--- src/rtl/spi_byte_sequencer_pkg.sv ---
// Shared types and defaults for the SPI byte sequencer and its FIFOs.
// Latency: n/a (types, constants and a helper function only).
// Backpressure: n/a.
package spi_byte_sequencer_pkg;

  localparam int SEQ_DATA_W     = 8;
  localparam int SEQ_DEPTH_LOG2 = 3;

  typedef enum logic {
    ST_IDLE = 1'b0,
    ST_BUSY = 1'b1
  } seq_state_e;

  function automatic int seq_depth(input int depth_log2);
    return 1 << depth_log2;
  endfunction

endpackage

--- src/rtl/spi_seq_fifo.sv ---
// Synchronous FIFO with a separate occupancy counter; head is read combinationally.
// Latency: a pushed entry is visible at rdata the cycle after the push edge.
// Backpressure: push on full is dropped unless a pop happens the same cycle; pop on empty is ignored.
module spi_seq_fifo
  import spi_byte_sequencer_pkg::*;
#(
  parameter int DATA_W     = SEQ_DATA_W,
  parameter int DEPTH_LOG2 = SEQ_DEPTH_LOG2
) (
  input  logic                  PCLK,
  input  logic                  PRESETn,
  input  logic                  push,
  input  logic [DATA_W-1:0]     wdata,
  input  logic                  pop,
  output logic [DATA_W-1:0]     rdata,
  output logic                  full,
  output logic                  empty,
  output logic [DEPTH_LOG2:0]   level
);

  localparam int DEPTH = seq_depth(DEPTH_LOG2);
  localparam logic [DEPTH_LOG2:0]   LVL_FULL = (DEPTH_LOG2+1)'(DEPTH);
  localparam logic [DEPTH_LOG2:0]   LVL_ONE  = (DEPTH_LOG2+1)'(1);
  localparam logic [DEPTH_LOG2-1:0] PTR_ONE  = DEPTH_LOG2'(1);

  logic [DATA_W-1:0]     mem_q [DEPTH];
  logic [DATA_W-1:0]     mem_d [DEPTH];
  logic [DEPTH_LOG2-1:0] wr_ptr_q, wr_ptr_d;
  logic [DEPTH_LOG2-1:0] rd_ptr_q, rd_ptr_d;
  logic [DEPTH_LOG2:0]   level_q, level_d;
  logic                  push_ok, pop_ok;

  // Accept/reject decisions, storage write and pointer/level bookkeeping.
  // A pop frees the slot in the same cycle, so a push into a full FIFO
  // alongside a pop is accepted; it overwrites the entry being read out.
  always_comb begin
    pop_ok   = pop & (level_q != '0);
    push_ok  = push & ((level_q != LVL_FULL) | pop_ok);
    mem_d    = mem_q;
    wr_ptr_d = wr_ptr_q;
    rd_ptr_d = rd_ptr_q;
    level_d  = level_q;
    if (push_ok) begin
      mem_d[wr_ptr_q] = wdata;
      wr_ptr_d        = wr_ptr_q + PTR_ONE;
    end
    if (pop_ok) begin
      rd_ptr_d = rd_ptr_q + PTR_ONE;
    end
    if (push_ok && !pop_ok) begin
      level_d = level_q + LVL_ONE;
    end else if (pop_ok && !push_ok) begin
      level_d = level_q - LVL_ONE;
    end
  end

  // Storage and pointers; storage is cleared so the head reads 0 after reset.
  always_ff @(posedge PCLK or negedge PRESETn) begin
    if (!PRESETn) begin
      for (int i = 0; i < DEPTH; i++) begin
        mem_q[i] <= '0;
      end
      wr_ptr_q <= '0;
      rd_ptr_q <= '0;
      level_q  <= '0;
    end else begin
      mem_q    <= mem_d;
      wr_ptr_q <= wr_ptr_d;
      rd_ptr_q <= rd_ptr_d;
      level_q  <= level_d;
    end
  end

  assign rdata = mem_q[rd_ptr_q];
  assign full  = (level_q == LVL_FULL);
  assign empty = (level_q == '0);
  assign level = level_q;

endmodule

--- src/rtl/spi_byte_sequencer.sv ---
// Buffered byte engine: feeds queued TX bytes to the SPI core one at a time and stores replies in an RX FIFO.
// Latency: go 1 cycle after a start condition; next go no earlier than 2 cycles after done.
// Backpressure: no start while RX is full or TX is empty; optional SPI_SEQ_AUTO_SS_EN drives ssn automatically.
module spi_byte_sequencer
  import spi_byte_sequencer_pkg::*;
#(
  parameter int DATA_W     = SEQ_DATA_W,
  parameter int DEPTH_LOG2 = SEQ_DEPTH_LOG2
) (
  input  logic                PCLK,
  input  logic                PRESETn,
  input  logic                enable,
  input  logic [DATA_W-1:0]   tx_wdata,
  input  logic                tx_push,
  input  logic                rx_pop,
  output logic [DATA_W-1:0]   rx_rdata,
  output logic                tx_full,
  output logic                tx_empty,
  output logic                rx_full,
  output logic                rx_empty,
  output logic [DEPTH_LOG2:0] tx_level,
  output logic [DEPTH_LOG2:0] rx_level,
  output logic                tx_ovf,
  output logic                rx_unf,
  input  logic                clr_flags,
  input  logic                ss_force,
  output logic                ssn,
  output logic                busy,
  output logic                go,
  output logic [DATA_W-1:0]   datai,
  input  logic [DATA_W-1:0]   datao,
  input  logic                done,
  output logic                irq
);

  seq_state_e        state_q, state_d;
  logic              go_q, go_d;
  logic [DATA_W-1:0] datai_q, datai_d;
  logic              tx_ovf_q, tx_ovf_d;
  logic              rx_unf_q, rx_unf_d;
  logic [DATA_W-1:0] tx_rdata;
  logic              start;
  logic              done_ok;

  spi_seq_fifo #(
    .DATA_W     (DATA_W),
    .DEPTH_LOG2 (DEPTH_LOG2)
  ) u_tx_fifo (
    .PCLK    (PCLK),
    .PRESETn (PRESETn),
    .push    (tx_push),
    .wdata   (tx_wdata),
    .pop     (start),
    .rdata   (tx_rdata),
    .full    (tx_full),
    .empty   (tx_empty),
    .level   (tx_level)
  );

  spi_seq_fifo #(
    .DATA_W     (DATA_W),
    .DEPTH_LOG2 (DEPTH_LOG2)
  ) u_rx_fifo (
    .PCLK    (PCLK),
    .PRESETn (PRESETn),
    .push    (done_ok),
    .wdata   (datao),
    .pop     (rx_pop),
    .rdata   (rx_rdata),
    .full    (rx_full),
    .empty   (rx_empty),
    .level   (rx_level)
  );

  // Sequencer next state: start pops TX and latches the byte; done in the
  // go cycle is a core glitch and is ignored, as is any done while idle.
  always_comb begin
    start   = (state_q == ST_IDLE) & enable & ~tx_empty & ~rx_full;
    done_ok = (state_q == ST_BUSY) & ~go_q & done;
    state_d = state_q;
    go_d    = start;
    datai_d = datai_q;
    case (state_q)
      ST_IDLE: begin
        if (start) begin
          state_d = ST_BUSY;
          datai_d = tx_rdata;
        end
      end
      ST_BUSY: begin
        if (done_ok) begin
          state_d = ST_IDLE;
        end
      end
    endcase
  end

  // Sequencer FSM with registered go/datai.
  always_ff @(posedge PCLK or negedge PRESETn) begin
    if (!PRESETn) begin
      state_q <= ST_IDLE;
      go_q    <= 1'b0;
      datai_q <= '0;
    end else begin
      state_q <= state_d;
      go_q    <= go_d;
      datai_q <= datai_d;
    end
  end

  // Sticky error flags; a clear in the same cycle as a new error wins.
  always_comb begin
    tx_ovf_d = tx_ovf_q | (tx_push & tx_full & ~start);
    rx_unf_d = rx_unf_q | (rx_pop & rx_empty);
    if (clr_flags) begin
      tx_ovf_d = 1'b0;
      rx_unf_d = 1'b0;
    end
  end

  // Flag registers.
  always_ff @(posedge PCLK or negedge PRESETn) begin
    if (!PRESETn) begin
      tx_ovf_q <= 1'b0;
      rx_unf_q <= 1'b0;
    end else begin
      tx_ovf_q <= tx_ovf_d;
      rx_unf_q <= rx_unf_d;
    end
  end

`ifdef SPI_SEQ_AUTO_SS_EN
  logic ss_sel_q, ss_sel_d;

  // Chip select follows the frame: asserted with the first go, held while a
  // transfer is in flight or bytes remain queued, released after the last done.
  always_comb begin
    ss_sel_d = start | (ss_sel_q & ((state_d == ST_BUSY) | ~tx_empty | tx_push));
  end

  // Automatic chip-select register.
  always_ff @(posedge PCLK or negedge PRESETn) begin
    if (!PRESETn) begin
      ss_sel_q <= 1'b0;
    end else begin
      ss_sel_q <= ss_sel_d;
    end
  end

  assign ssn = ~(ss_sel_q | ss_force);
`else
  assign ssn = ~ss_force;
`endif

  assign busy   = (state_q == ST_BUSY);
  assign go     = go_q;
  assign datai  = datai_q;
  assign tx_ovf = tx_ovf_q;
  assign rx_unf = rx_unf_q;
  assign irq    = (rx_level != '0) | tx_ovf_q | rx_unf_q;

endmodule
--- config.mk ---
export PLATFORM = sky130hd
export DESIGN_NAME = spi_byte_sequencer
export DESIGN_NICKNAME = d
export VERILOG_FILES = /design/src/rtl/spi_byte_sequencer_pkg.sv /design/src/rtl/spi_seq_fifo.sv /design/src/rtl/spi_byte_sequencer.sv
export SDC_FILE = /design/constraint.sdc
export NUM_CORES = 1
export LEC_CHECK = 0
export ABC_AREA = 1
export BUFFER_PORTS_ARGS = -buffer_cell sky130_fd_sc_hd__clkbuf_2
export CORE_MARGIN = 4
export CORE_UTILIZATION = 44
export DETAILED_ROUTE_END_ITERATION = 12
export PLACE_DENSITY = 0.65
export SYNTH_ARGS = -nofsm -noshare
export SYNTH_HDL_FRONTEND = slang
export SYNTH_SLANG_ARGS = --single-unit
--- constraint.sdc ---
create_clock -name PCLK -period 4.86 [get_ports PCLK]
set_clock_uncertainty 0.1 [all_clocks]
set_input_delay 0.729 -clock PCLK [delete_from_list [all_inputs] [get_ports PCLK]]
set_output_delay 0.729 -clock PCLK [all_outputs]
set_load 0.03 [all_outputs]
Word-level counts from Yosys, hierarchy flattened
Index checks and enable logic that the tools add are counted.
- register bits after elaboration: 160
- bits in latches: 0
- RAM bits: 0
- memory bits (read-only): 0
- input port bits: 24
- output and inout bits: 34
- logic and storage cells: 111
- memories kept: 0
- $add $sub $neg: 8
- $mul: 0
- div/mod/pow operators: 0
- magnitude comparators: 6
- eq/ne operators: 4
- shift-type cells: 0
- multiplexer cells: 21
- bitwise gates (word level): 28
- reductions and logical operators: 17
- operator list (operator ; number):
    bitwise mux 64 bit ; 2
    binary-select mux 8 bit (select 3 bit) ; 2
    demux 8 bit (select 3 bit) ; 2
    two-way mux 8 bit ; 6
    greater-or-equal comparator 4 bit (second input constant) ; 4
    two-way mux 4 bit ; 4
    NOT 3 -> 4 bit ; 4
    adder 3 x 1 -> 3 bit (second input constant) ; 4
    bitwise AND 1 bit ; 12
    adder 4 x 1 -> 4 bit (second input constant) ; 2
    equality test 4 bit (second input constant) ; 2
    zero test 4 bit ; 2
    < comparator 4 x 1 -> 1 bit (second input constant) ; 2
    inequality test 4 bit (second input constant) ; 2
    nonzero test 4 bit ; 2
    subtractor 4 x 1 -> 4 bit (second input constant) ; 2
    logical AND 1 bit ; 6
    NOT 1 bit ; 6
    OR 1 bit ; 6
    zero test 1 bit ; 4
    two-way mux 1 bit ; 4
    nonzero test 2 bit ; 2
    case mux 1 bit (2 select lines) ; 1
    AND reduction 2 bit ; 1

Logic depth before layout (Yosys ltp)
- depth after elaboration: 11
- depth in mapped cells: 16
- depth with buffers taken out: 16

Cells and area by module
Synthesis repeated with hierarchy kept, for this count alone.
- cells, all modules: 1094
- area, all modules: 8539.4 um^2
- by module, submodules not included (module ; instances ; cells an instance ; area each (um^2) ; seq. area each (um^2)):
    spi_seq_fifo ; 2 ; 518 ; 4021.4 ; 1851.8
    spi_byte_sequencer ; 1 ; 58 ; 496.7 ; 300.3

Worst setup path before layout
Ideal clock, no wire load.
- kind: register -> register
- start point: register u_tx_fifo.level_q[0], in the netlist u_tx_fifo.level[0]
- end point: register u_tx_fifo.level_q[3], in the netlist u_tx_fifo.level[3]
- setup time: 0.123 ns
- data arrival time: 2.491 ns
- data required time: 4.637 ns
- setup slack: 2.146 ns
- cell stages (with the launch flop): 16
- path buffers: 1
- clock period less this slack: 2.714 ns
- cell sequence: dfrtp_1 nor2_2 nand2_1 nor2_4 nand2_4 buf_12 nand2_4 inv_1 ha_1 inv_1 ha_1 a21oi_1 nand2_1 and2_1 o21ai_0 nand2_1
- word-level cells in the longest chain between the ends: 10
- elaborated cells on any way between the ends: 18
- those cells by class: add/sub (2); eq/ne (1); mux (2); bitwise (6); reduce/logical (7)
- ends and longest elaborated chain (item ; RTL line ; RTL):
    from (decl) ; spi_seq_fifo.sv:30 ; logic [DEPTH_LOG2:0] level_q, level_d;
    from (signal assigned) ; spi_seq_fifo.sv:70 ; level_q <= level_d;
    zero test 4 bit ; spi_seq_fifo.sv:76 ; assign empty = (level_q == '0);
    NOT 1 bit ; spi_byte_sequencer.sv:78 ; start = (state_q == ST_IDLE) & enable & ~tx_empty & ~rx_full;
    bitwise AND 1 bit (2 in series) ; spi_byte_sequencer.sv:78 ;
    bitwise AND 1 bit ; spi_seq_fifo.sv:37 ; pop_ok = pop & (level_q != '0);
    OR 1 bit (*) ; spi_seq_fifo.sv:38 ; push_ok = push & ((level_q != LVL_FULL) | pop_ok);
    bitwise AND 1 bit (*) ; spi_seq_fifo.sv:38 ;
    via u_tx_fifo.push_ok ; spi_seq_fifo.sv:31 ; logic push_ok, pop_ok;
    zero test 1 bit ; spi_seq_fifo.sv:52 ; end else if (pop_ok && !push_ok) begin
    logical AND 1 bit ; spi_seq_fifo.sv:52 ;
    nonzero test 2 bit (no source line) ; n/a ;
Mark *: on every way through the listed nets, which the timed path passes. The rest lies on a longest branch. The select of a mux whose other input is x is not followed.
A chain may end at the register's enable or synchronous reset.

Worst setup path after layout
- start point: register u_rx_fifo.rd_ptr_q[1]
- end point: output port rx_rdata[6]
- word-level cells in the longest chain between the ends: 4
- ends and longest elaborated chain (item ; RTL line ; RTL):
    from (decl) ; spi_seq_fifo.sv:29 ; logic [DEPTH_LOG2-1:0] rd_ptr_q, rd_ptr_d;
    from (signal assigned) ; spi_seq_fifo.sv:69 ; rd_ptr_q <= rd_ptr_d;
    NOT 3 -> 4 bit (not written as such) ; spi_seq_fifo.sv:74 ; assign rdata = mem_q[rd_ptr_q];
    binary-select mux 8 bit (select 3 bit) ; spi_seq_fifo.sv:74 ;
    two-way mux 8 bit (not written as such) (2 in series) ; spi_seq_fifo.sv:74 ;
    to (decl) ; spi_byte_sequencer.sv:16 ; output logic [DATA_W-1:0] rx_rdata,
Every way passes these cells. The select of a mux whose other input is x is not followed.

==> results.md <==
- Slowest cell on crit path: dfrtp_1
- Placed cell count: 1197
- Initial DRC Count: 500
- Standard-cell rows: 49
- Delay of the slowest cell on the worst path: 1.05 ns
- Sink Count: 160
- Final setup vio count: 0
- Sw power: 0.002901 W
- Max VDD drop: 0.0003160 V
- Synth area leader: dfrtp_1
- Proportion of netlist area held by the largest area contributor: 49.34%
- ANT nets after route: 0
- Maximum fanout along the worst path: 34
- Mean Syn Cell Area: 8.436 um2
- MaxCap Viol Count: 0
- First drt pass iteration count: 5
- Final cell count without fillers: 1228
- Area Overhead vs Synth: 10.02%
- Final WL: 20.39 mm
- Critical path launch point: u_rx_fifo.rd_ptr_q[1]
- Seq cells post-synth: 160
- CTS resizes: 0
- DIE HEIGHT: 143.8 um
- # port buffers: 57
- Slew HR: 28.48%
- Root buf cell: clkbuf_16
- Worst Tran Pin Value: 1.073 ns
- Post-synthesis instance area: 8115 um2
- Power per cell area: 723.2 nW/um2
- Reg2reg setup slack: 2.33 ns
- Critical-path cell list: o21ai_0 -> o21ai_0 -> nand2_1 -> nand2_1 -> clkbuf_2
- Starting density of the core: 45.02%
- Setup tns final: 0 ns
- Remaining DRCs: 0
- Tmin final: 3.147 ns
- Commonest non-fill, non-tap cell in the layout: nand2_1
- Most frequent cells in the layout: nand2_1, dfrtp_1, nor2_1
- Reg-to-reg startpoint: u_rx_fifo.level[0]
- RSZ-0062 raised after global routing: false
- Type of the worst setup path: flop to primary output
- Top cells by area, synth: dfrtp_1, nand2_1, nor2_1, o21ai_0, nand4_1
- Fmax: 0.3178 GHz
- HP Class: primary input to async pin
- Vias post-DR: 6529
- Synth async-reset ratio: 100.0%
- Pins Over Slew Limit: 0
- Crit Reg-Reg Endpoint: u_rx_fifo.level[3]
- Worst skew pair latency: 0.43 ns
- Lkg Pwr: 4.338 nW
- Post-synth EDFFs: 0
- R2r worst-path depth: 15
- H-Tree Level Count: 4
- Core area: 18020 um2
- TritonCTS clock tree: yes
- Maximum number of pins on one net before global-route repair: 85
- Hold Vio Cnt, Final: 0
- I/O pins: 58
- Hpwl dp: 12.65 mm
- Total congestion overflow: 0
- Final period utilization: 64.75%
- GRT Total Usage: 20.90%
- Post-Syn Instances: 962
- Crit end category: primary output
- Sequential area share after synthesis: 49.34%
- Die Footprint: 20680 um2
- Die Span X: 143.8 um
- Vias per std cell: 5.317
- Flop pwr share: 37.3%
- CTS buffer count: 17
- Crit path DAT: 2.32 ns
- Share of layout cells above drive strength 1: 13.71%
- First-pass GRT wire length: 34.04 mm
- Comb power frac: 42.8%
- Clock power share: 19.9%
- Initial antenna violation count: 0
- WP data required: 4.03 ns
- Final #Nets: 1023
- Ys Warns: 0
- Postcts setup bufs: 0
- Switching part of the total power: 44.93%
- Placer Congestion: 0.8364
- Outcome: completed
- Number of global-route vias before repair: 6499
- Reg clk slew, reported paths: 0.07 ns
- Syn_nets: 998
- Clock buffer depth: 2
- Hold buffer count at cts: 0
- Post-synth top flop: dfrtp_1
- Antenna Cells: 0
- Worst setup SP type: flop
- Wirelength per Cell: 16.61 um
- Hold WS: 0.2114 ns
- Cell-internal power: 0.003556 W
- Synth cell types: 33
-- routing by layer --
layer / GRT usage (%) / part of all wire (%) / vias up
met1: 28.58 / 45 / 3131
met5: 0 / 0 / -
met4: 6.591 / 1.6 / 0
met3: 4.293 / 4.3 / 28
li1: - / - / 3225
met2: 33.60 / 49 / 145
-- power groups by stage --
stage	registers, W	logic (W)	clock network, W
final	0.00241	0.00277	0.00128
after detailed placement	0.00242	0.00277	0
after global placement	0.00241	0.00274	0
after floorplan	0.00238	0.00210	0
after CTS	0.00240	0.00279	0.00131
after global routing	0.00249	0.00315	0.00137
-- sequential cells by signal (all words and copies together), names as in the netlist, 4 cells and up --
name             count
u_rx_fifo.mem_q     64
u_tx_fifo.mem_q     64
datai                8
u_rx_fifo.level      4
u_tx_fifo.level      4
-- logic make-up after synthesis --
| family | after synthesis | synth area share, % |
|---|---|---|
| muxes | 1 | 0.1388 |
| AOI/OAI and AO/OA | 156 | 9.760 |
| buffers and inverters | 92 | 6.306 |
| adders and majority gates | 12 | 2.035 |
| xor gates and xnor gates | 14 | 1.511 |
| and+or+nand+nor | 527 | 30.91 |
| DFF | 160 | 49.34 |
-- cell usage after synthesis, types with 11 or more instances --
library cell / n
o21ai_1: 66
o21ai_0: 83
nor2_1: 124
nand3_1: 29
nand2_1: 272
dfrtp_1: 160
buf_2: 22
nand4_1: 64
inv_1: 30
nand3_4: 17
nor2_2: 11
buf_6: 14
clkbuf_1: 14
-- area by class of cell --
| cell class | count | area [um2] |
|---|---|---|
| Clock inverter | 14 | 133.9 |
| Tap cell | 229 | 286.5 |
| Inverter | 36 | 137.6 |
| Timing Repair Buffer | 62 | 341.6 |
| Sequential cell | 160 | 4004 |
| Fill cell | 1782 | 9096 |
| Clock buffer | 17 | 425.4 |
| Multi-Input combinational cell | 710 | 3600 |
-- critical path: cells and delay by family, from the launching register on --
kind | cells | cell delay, ns
flip-flops | 1 | 1.05
AO/OA/AOI/OAI | 2 | 0.51
buffers and inverters | 1 | 0.20
AND/OR/NAND/NOR | 2 | 0.13
-- worst max-delay path by stage --
stage,slack [ns],end
3_3_place_gp,2.09,u_tx_fifo.level[3]
3_5_place_dp,2.04,u_tx_fifo.level[3]
2_1_floorplan,2.15,u_tx_fifo.level[3]
5_1_grt,1.44,rx_rdata[2]
6_report,1.71,rx_rdata[6]
4_1_cts,1.69,rx_rdata[4]
-- metrics by stage --
stage	cell area (um2)	setup slack [ns]	util, %	power, W
2_1_floorplan	8115	2.146	-	0.004475
3_3_place_gp	8369	2.089	46.43	0.005144
3_5_place_dp	8369	2.038	46.43	0.005197
4_1_cts	8929	1.688	49.53	0.006508
5_1_grt	8929	1.435	49.53	0.007012
6_report	8929	1.713	49.53	0.006457
No activity file was read; power rests on OpenSTA's default activity.
